## src/rtl/mult_pkg.sv

```systemverilog
// Shared definitions for the shift-add multiplier: default operand width
// and the controller state encoding.
package mult_pkg;

    localparam int unsigned DEFAULT_WIDTH = 4;

    typedef enum logic [1:0] {
        IDLE = 2'd0,
        CALC = 2'd1,
        DONE = 2'd2
    } state_t;

endpackage

```

## src/rtl/mult_step_adder.sv

```systemverilog
// One shift-add step: conditionally adds the multiplicand magnitude to the
// WIDTH+1-bit upper accumulator and exposes the carry-out.
module mult_step_adder #(
    parameter int unsigned WIDTH = 4
) (
    input  logic [WIDTH:0]   acc_i,
    input  logic [WIDTH-1:0] addend_i,
    input  logic             add_en_i,
    output logic [WIDTH:0]   sum_o,
    output logic             carry_o
);

    logic [WIDTH+1:0] addend_ext;
    logic [WIDTH+1:0] total;

    always_comb begin
        addend_ext = '0;
        if (add_en_i) begin
            addend_ext[WIDTH-1:0] = addend_i;
        end
        total   = {1'b0, acc_i} + addend_ext;
        sum_o   = total[WIDTH:0];
        carry_o = total[WIDTH+1];
    end

endmodule

```

## src/rtl/shift_add_multiplier.sv

```systemverilog
// Sequential radix-2 shift-add multiplier with valid/ready handshakes on
// both sides; signed operands are handled as magnitudes plus a sign flag.
module shift_add_multiplier
    import mult_pkg::*;
#(
    parameter int unsigned WIDTH     = DEFAULT_WIDTH,
    parameter bit          SIGNED_EN = 1'b1
) (
    input  logic               clk,
    input  logic               rst,
    input  logic               in_valid,
    output logic               in_ready,
    input  logic [WIDTH-1:0]   a,
    input  logic [WIDTH-1:0]   b,
    input  logic               signed_mode,
    output logic               out_valid,
    input  logic               out_ready,
    output logic [2*WIDTH-1:0] product,
    output logic               busy
);

    localparam int unsigned         CNT_W     = $clog2(WIDTH + 1);
    localparam logic [CNT_W-1:0]    LAST_STEP = CNT_W'(WIDTH - 1);

    state_t               state_q, state_d;
    logic [WIDTH-1:0]     mcand_q, mcand_d;
    logic [WIDTH:0]       acc_q, acc_d;
    logic [WIDTH-1:0]     mplier_q, mplier_d;
    logic [CNT_W-1:0]     cnt_q, cnt_d;
    logic                 neg_q, neg_d;
    logic [2*WIDTH-1:0]   product_q, product_d;

    logic                 signed_op;
    logic [WIDTH-1:0]     a_mag, b_mag;
    logic [WIDTH:0]       step_sum;
    logic                 step_carry;
    logic [WIDTH:0]       acc_shift;
    logic [WIDTH-1:0]     mplier_shift;
    logic [2*WIDTH-1:0]   result_mag;

    mult_step_adder #(
        .WIDTH (WIDTH)
    ) u_step_adder (
        .acc_i    (acc_q),
        .addend_i (mcand_q),
        .add_en_i (mplier_q[0]),
        .sum_o    (step_sum),
        .carry_o  (step_carry)
    );

    // Magnitude of the most-negative value still fits in WIDTH unsigned bits.
    always_comb begin
        signed_op    = SIGNED_EN && signed_mode;
        a_mag        = (signed_op && a[WIDTH-1]) ? ('0 - a) : a;
        b_mag        = (signed_op && b[WIDTH-1]) ? ('0 - b) : b;
        acc_shift    = {step_carry, step_sum[WIDTH:1]};
        mplier_shift = {step_sum[0], mplier_q[WIDTH-1:1]};
        result_mag   = {acc_shift[WIDTH-1:0], mplier_shift};
    end

    always_comb begin
        state_d   = state_q;
        mcand_d   = mcand_q;
        acc_d     = acc_q;
        mplier_d  = mplier_q;
        cnt_d     = cnt_q;
        neg_d     = neg_q;
        product_d = product_q;
        case (state_q)
            IDLE: begin
                if (in_valid) begin
                    mcand_d  = a_mag;
                    mplier_d = b_mag;
                    acc_d    = '0;
                    cnt_d    = '0;
                    neg_d    = signed_op && (a[WIDTH-1] ^ b[WIDTH-1]);
                    state_d  = CALC;
                end
            end
            CALC: begin
                acc_d    = acc_shift;
                mplier_d = mplier_shift;
                cnt_d    = cnt_q + CNT_W'(1);
                if (cnt_q == LAST_STEP) begin
                    product_d = neg_q ? ('0 - result_mag) : result_mag;
                    state_d   = DONE;
                end
            end
            DONE: begin
                if (out_ready) begin
                    state_d = IDLE;
                end
            end
            default: state_d = IDLE;
        endcase
    end

    always_ff @(posedge clk) begin
        if (rst) begin
            state_q   <= IDLE;
            mcand_q   <= '0;
            acc_q     <= '0;
            mplier_q  <= '0;
            cnt_q     <= '0;
            neg_q     <= 1'b0;
            product_q <= '0;
        end else begin
            state_q   <= state_d;
            mcand_q   <= mcand_d;
            acc_q     <= acc_d;
            mplier_q  <= mplier_d;
            cnt_q     <= cnt_d;
            neg_q     <= neg_d;
            product_q <= product_d;
        end
    end

    assign in_ready  = (state_q == IDLE);
    assign out_valid = (state_q == DONE);
    assign busy      = (state_q != IDLE);
    assign product   = product_q;

endmodule

```

## config.mk

```make
export PLATFORM = sky130hd
export DESIGN_NAME = shift_add_multiplier
export DESIGN_NICKNAME = d
export VERILOG_FILES = /design/src/rtl/mult_pkg.sv /design/src/rtl/mult_step_adder.sv /design/src/rtl/shift_add_multiplier.sv
export SDC_FILE = /design/constraint.sdc
export NUM_CORES = 1
export LEC_CHECK = 0
export CORE_AREA = 5 5 62 87
export CTS_BUF_LIST = sky130_fd_sc_hd__clkbuf_4
export DETAILED_ROUTE_END_ITERATION = 8
export DIE_AREA = 0 0 67 92
export PLACE_DENSITY = 0.55
export SYNTH_ARGS = -nofsm -noshare
export SYNTH_HDL_FRONTEND = slang
export SYNTH_SLANG_ARGS = --single-unit
```

## constraint.sdc

```tcl
create_clock -name clk -period 6.2 [get_ports clk]
set_input_delay 0.93 -clock clk [delete_from_list [all_inputs] [get_ports clk]]
set_output_delay 0.93 -clock clk [all_outputs]
set_load 0.01 [all_outputs]
```

**Yosys cells after proc, flatten, opt, wreduce, memory -nomap -nowiden**

Cells that the tools add are included.

- Bits in registers: 27
- RAM bits: 0
- Word-level logic and storage cells: 43
- Bits in latches: 0
- Bits in read-only memories: 0
- Memories kept: 0

- Reductions and logical operators: 10
- Add/subtract/negate cells: 5
- $mul: 0
- Divide/modulo/power cells: 0
- Bitwise gates (word level): 1
- Multiplexer cells: 14
- Shift operators: 0
- Order comparisons: 0
- Equal/unequal tests: 6

Operators by type and width:

| operator | count |
|---|---|
| $mux W4 | 4 |
| $pmux W5 S2 | 1 |
| $mux W8 | 1 |
| $pmux W4 S2 | 1 |
| $sub A1 B4 Y4 const A | 2 |
| $sub A1 B8 Y8 const A | 1 |
| $add A5 B4 Y6 | 1 |
| $mux W2 | 3 |
| $pmux W2 S3 | 1 |
| $pmux W3 S2 | 1 |
| $reduce_and A2 Y1 | 3 |
| $mux W5 | 1 |
| $ne A2 B2 Y1 const B | 2 |
| $reduce_bool A2 Y1 | 2 |
| $add A3 B1 Y3 const B | 1 |
| $eq A3 B2 Y1 const B | 1 |
| $logic_and A1 B1 Y1 | 3 |
| $mux W3 | 1 |
| $reduce_and A3 Y1 | 1 |
| $eq A2 B1 Y1 const B | 1 |
| $eq A2 B2 Y1 const B | 1 |
| $logic_not A2 Y1 | 1 |
| $ne A2 B1 Y1 const B | 1 |
| $xor A1 B1 Y1 | 1 |

**Longest topological paths before layout**

- Depth after elaboration: 4
- Gate-level depth with buffers: 9

**Hierarchy**

A second synthesis with hierarchy kept.

- Cell total of the unflattened synthesis: 165
- Area, all modules: 1447.6 µm²

By module, submodules not included:

| module | cells each | area each (µm²) | sequential area each (µm²) | times used |
|---|---|---|---|---|
| shift_add_multiplier | 146 | 1281.2 | 540.5 | 1 |
| mult_step_adder | 19 | 166.4 | 0.0 | 1 |

**Worst setup path before layout**

No wires, ideal clock.

- Path kind: reg2reg
- Start point: register mplier_q[0]
- End point: register product_q[7] (netlist: product[7])
- Buffers on the path: 0
- Data arrival time: 1864 ps
- Setup time: 79 ps
- Cell stages (with the launch flop): 10
- Required time: 6121 ps
- Period minus slack after synthesis: 1943 ps
- Slack: 4257 ps
- Path through: dfxtp_1 and2_1 ha_1 inv_1 fa_1 xnor2_2 nand3b_1 o2bb2ai_2 xnor2_1 a211oi_2

- Word-level cells in the longest chain between the ends: 4

RTL lines:

| item | line | RTL |
|---|---|---|
| from (decl) | shift_add_multiplier.sv:28 | `logic [WIDTH-1:0] mplier_q, mplier_d;` |
| from (signal assigned) | shift_add_multiplier.sv:111 | `mplier_q <= mplier_d;` |
| $mux W4 (*) | mult_step_adder.sv:18 | `if (add_en_i) begin` |
| $add A5 B4 Y6 (*) | mult_step_adder.sv:21 | `total = {1'b0, acc_i} + addend_ext;` |
| $sub A1 B8 Y8 | shift_add_multiplier.sv:85 | `product_d = neg_q ? ('0 - result_mag) : result_mag;` |
| $mux W8 (*) | shift_add_multiplier.sv:85 |  |
| to (signal assigned) | shift_add_multiplier.sv:114 | `product_q <= product_d;` |
| to (decl) | shift_add_multiplier.sv:31 | `logic [2*WIDTH-1:0] product_q, product_d;` |

Mark *: on every way between the ends. The rest lies on a longest branch, timed or not.
A chain may end at the register's enable or synchronous reset.

**Final worst setup path**

- Start point: register state_q[1]
- End point: output port in_ready

- Word-level cells in the longest chain between the ends: 1

RTL lines:

| item | line | RTL |
|---|---|---|
| from (decl) | shift_add_multiplier.sv:25 | `state_t state_q, state_d;` |
| from (signal assigned) | shift_add_multiplier.sv:108 | `state_q <= state_d;` |
| $logic_not A2 Y1 | shift_add_multiplier.sv:118 | `assign in_ready = (state_q == IDLE);` |
| to (decl) | shift_add_multiplier.sv:12 | `output logic in_ready,` |

Every way passes these cells.

==> flow_summary.json <==
{
  "finClkSkew_ns": 0.006085,
  "die_h_um": 92,
  "clkLatencyLatePin_ns": 0.34,
  "flop_and_latch_count_out_of_synthesis": 27,
  "layout_common_cells": "28 x sky130_fd_sc_hd__nor2_1, 27 x sky130_fd_sc_hd__dfxtp_1, 23 x sky130_fd_sc_hd__clkdlybuf4s50_1, 19 x sky130_fd_sc_hd__nand2_1, 13 x sky130_fd_sc_hd__a21oi_1",
  "hold_slack_ns": 0.4604,
  "cts.repair_timing.setup_buffer_count": 0,
  "vdd_ir_drop_max_v": 0.00006389,
  "grt_first_pass_wirelength_mm": 4.961,
  "detail-route-antenna-nets": 0,
  "finalMaxSlewViolations": 0,
  "route.detailed.drc": 0,
  "yosys.area_share.xor_xnor_pct": 7.313,
  "vias_per_cell": 4.643,
  "timing_hold_violations_final": 0,
  "worst-endpoint-arrival_ns": 1.49,
  "hpwlAfterDp_mm": 2.264,
  "max_slew.worst_pin.slew_ns": 1.062,
  "timing.critical_path.to_type": "primary output",
  "critPathLaunchType": "flip-flop",
  "num_vias": 1221,
  "nFillCells": 482,
  "status": "completed",
  "fp.dieArea_um2": 6164,
  "fraction_of_layout_instances_using_a_drive_strength_above_1_pct": 6.965,
  "rrSetupSlack_ns": 4.03,
  "clkSinkCount": 27,
  "synth_top_family_by_area": "simple AND/OR/NAND/NOR gates",
  "globalRoute.totalOverflow": 0,
  "cts_tree": "done",
  "synth.top_cells.by_area": "sky130_fd_sc_hd__dfxtp_1 35%, sky130_fd_sc_hd__ha_1 7.4%, sky130_fd_sc_hd__nor2_1 6.9%, sky130_fd_sc_hd__nand2_1 4.7%, sky130_fd_sc_hd__a21oi_1 4.3%",
  "power_leakage_nw": 0.6750,
  "postSynthNetCount": 207,
  "post-route-period-util_pct": 38.96,
  "synthesis_to_finish_area_growth_pct": 18.65,
  "post_cts_resized": 0,
  "cts_hold_buffers": 0,
  "synthesis.instances": 184,
  "mostFrequentLayoutCell": "sky130_fd_sc_hd__nor2_1",
  "cts_max_level": 1,
  "timing.max_cap.violations": 0,
  "antenna_cells_inserted": 0,
  "synth_adder_area_share_pct": 8.710,
  "clock-root-buffer": "sky130_fd_sc_hd__clkbuf_4",
  "dr.first_iter.drc_count": 25,
  "timing.setup.tns_ns": 0,
  "synth_sequential_area_ratio_pct": 35.50,
  "synth_top_area_share_pct": 35.50,
  "floorplan.io_pins": 24,
  "vias_in_the_first_global_route": 1138,
  "critPathRequiredTime_ns": 5.27,
  "timing.final.ws_setup_ns": 3.785,
  "num_rows": 29,
  "grt_setup_unrepaired": "no",
  "yosysWarningCount": 0,
  "synthDominantAreaCellType": "sky130_fd_sc_hd__dfxtp_1",
  "routabilityCongestion": 0.7303,
  "portBuffers": 23,
  "cellPowerDensity_nw_per_um2": 174.9,
  "grt.total_usage_pct": 10.11,
  "floorplan_core_area_um2": 4463,
  "hold_path.class": "reg -> reg",
  "period_minus_slack_ns": 2.415,
  "grt_start_max_net_pins": 28,
  "postSynth.asyncResetShare_pct": 0,
  "total_power_uw": 316.0,
  "timing.critical_path.fanout_max": 4,
  "number_of_flops_mapped_to_enable_cells_by_yosys": 0,
  "synthesis.area_per_instance_um2": 8.276,
  "dr.pass1.iters": 2,
  "wire_length_reported_by_the_detailed_router_mm": 2.942,
  "clk_pin_slew_worst_paths_ns": 0.15,
  "relSlewSlack_pct": 28.98,
  "floorplan.initialDensity_pct": 34.12,
  "synthesized_area_fraction_occupied_by_ao_oa_aoi_and_oai_cells_pct": 18.73,
  "clockBufferDepth": 2,
  "yosys-mux-area-fraction_pct": 1.972,
  "max_freq_mhz": 414.0,
  "yosysUniqueCellTypes": 35,
  "post_synth_and_or_nand_nor_area_fraction_pct": 21.45,
  "dpl_worst_slack_ns": 3.672,
  "netlist_area_before_placement_um2": 1523,
  "number_of_buffers_created_by_cts": 3,
  "grt_antenna_before_repair": 0,
  "report.final.setup_viol": 0,
  "final_net_count": 225,
  "worst-setup-path-type": "reg -> out",
  "wire_per_inst_um": 11.19,
  "dominant_register_cell_in_the_synthesized_netlist": "sky130_fd_sc_hd__dfxtp_1",
  "die_w_um": 67
}
==> cells by family after synthesis <==
group,after synthesis
multiplexers,3
XOR/XNOR,11
flip-flops,27
adder cells (fa/ha/maj),10
AND/OR/NAND/NOR,72
buffers and inverters,22
AO/OA/AOI/OAI,39
==> layout make-up <==
class                   count  area [um^2]  share of cell area, %
inverters                  12        45.04                  2.493
multi-input cells         135        885.9                  49.03
clock buffers               3        22.52                  1.247
flip-flops and latches     27        540.5                  29.92
well taps                  62        77.57                  4.294
repair buffers             23        230.2                  12.74
clock inverters             1        5.005                 0.2770
==> report_power, final <==
group / total, mW / leakage [nW] / internal [mW] / switching (mW)
clock network: 0.0796 / 0.0177 / 0.0243 / 0.0553
logic: 0.0517 / 0.438 / 0.0232 / 0.0285
registers: 0.185 / 0.219 / 0.179 / 0.00552
total: 0.316 / 0.675 / 0.227 / 0.0894
==> Yosys cell counts (3+ instances only) <==
| master | instances |
|---|---|
| sky130_fd_sc_hd__dfxtp_1 | 27 |
| sky130_fd_sc_hd__a21oi_1 | 13 |
| sky130_fd_sc_hd__xor2_1 | 5 |
| sky130_fd_sc_hd__clkbuf_1 | 4 |
| sky130_fd_sc_hd__a211oi_1 | 4 |
| sky130_fd_sc_hd__nand2b_1 | 3 |
| sky130_fd_sc_hd__nand2_1 | 19 |
| sky130_fd_sc_hd__inv_1 | 12 |
| sky130_fd_sc_hd__nand3_1 | 11 |
| sky130_fd_sc_hd__nor2b_1 | 4 |
| sky130_fd_sc_hd__o21ai_0 | 3 |
| sky130_fd_sc_hd__ha_1 | 9 |
| sky130_fd_sc_hd__xnor2_1 | 4 |
| sky130_fd_sc_hd__a31oi_1 | 3 |
| sky130_fd_sc_hd__buf_4 | 3 |
| sky130_fd_sc_hd__nor2_1 | 28 |
| sky130_fd_sc_hd__and2_1 | 5 |
| sky130_fd_sc_hd__mux2i_1 | 3 |
| sky130_fd_sc_hd__a211oi_2 | 4 |
| sky130_fd_sc_hd__o31ai_1 | 3 |
==> per-stage QoR <==
stage,std cells,util (%),instance area [um^2]
6_report,263,40.48,1807
2_1_floorplan,184,-,1523
5_1_grt,263,40.48,1807
3_5_place_dp,259,39.87,1779
3_3_place_gp,259,39.87,1779
4_1_cts,263,40.48,1807
==> final timing paths <==
check | from | endpoint | cells past startpoint
worst max-delay path | state_q[1] | in_ready | 2
worst min-delay path | mcand_q[3] | mcand_q[3] | 2
worst min register to register | mcand_q[3] | mcand_q[3] | 2
worst max register to register | mplier_q[0] | product[7] | 9
==> registers in the layout (all words and copies together) (netlist names) <==
register and flops:
mplier_q 4, neg_q 1, acc_q 5, product 8, state_q 2, mcand_q 4, cnt_q 3
==> worst max-delay path: stages, from the launching register on <==
cell	delay (ns)
sky130_fd_sc_hd__dfxtp_1	0.36
sky130_fd_sc_hd__nor2_1	0.21
sky130_fd_sc_hd__clkdlybuf4s50_1	0.58
==> layer usage <==
layer,up-vias,global-route usage (%),wire [um]
met5,-,0,0
met4,0,5.076,66
met3,6,0.7335,88
met2,23,17.88,1470
met1,533,11.84,1315
li1,659,-,-
Power figures use the tool's default switching activity.
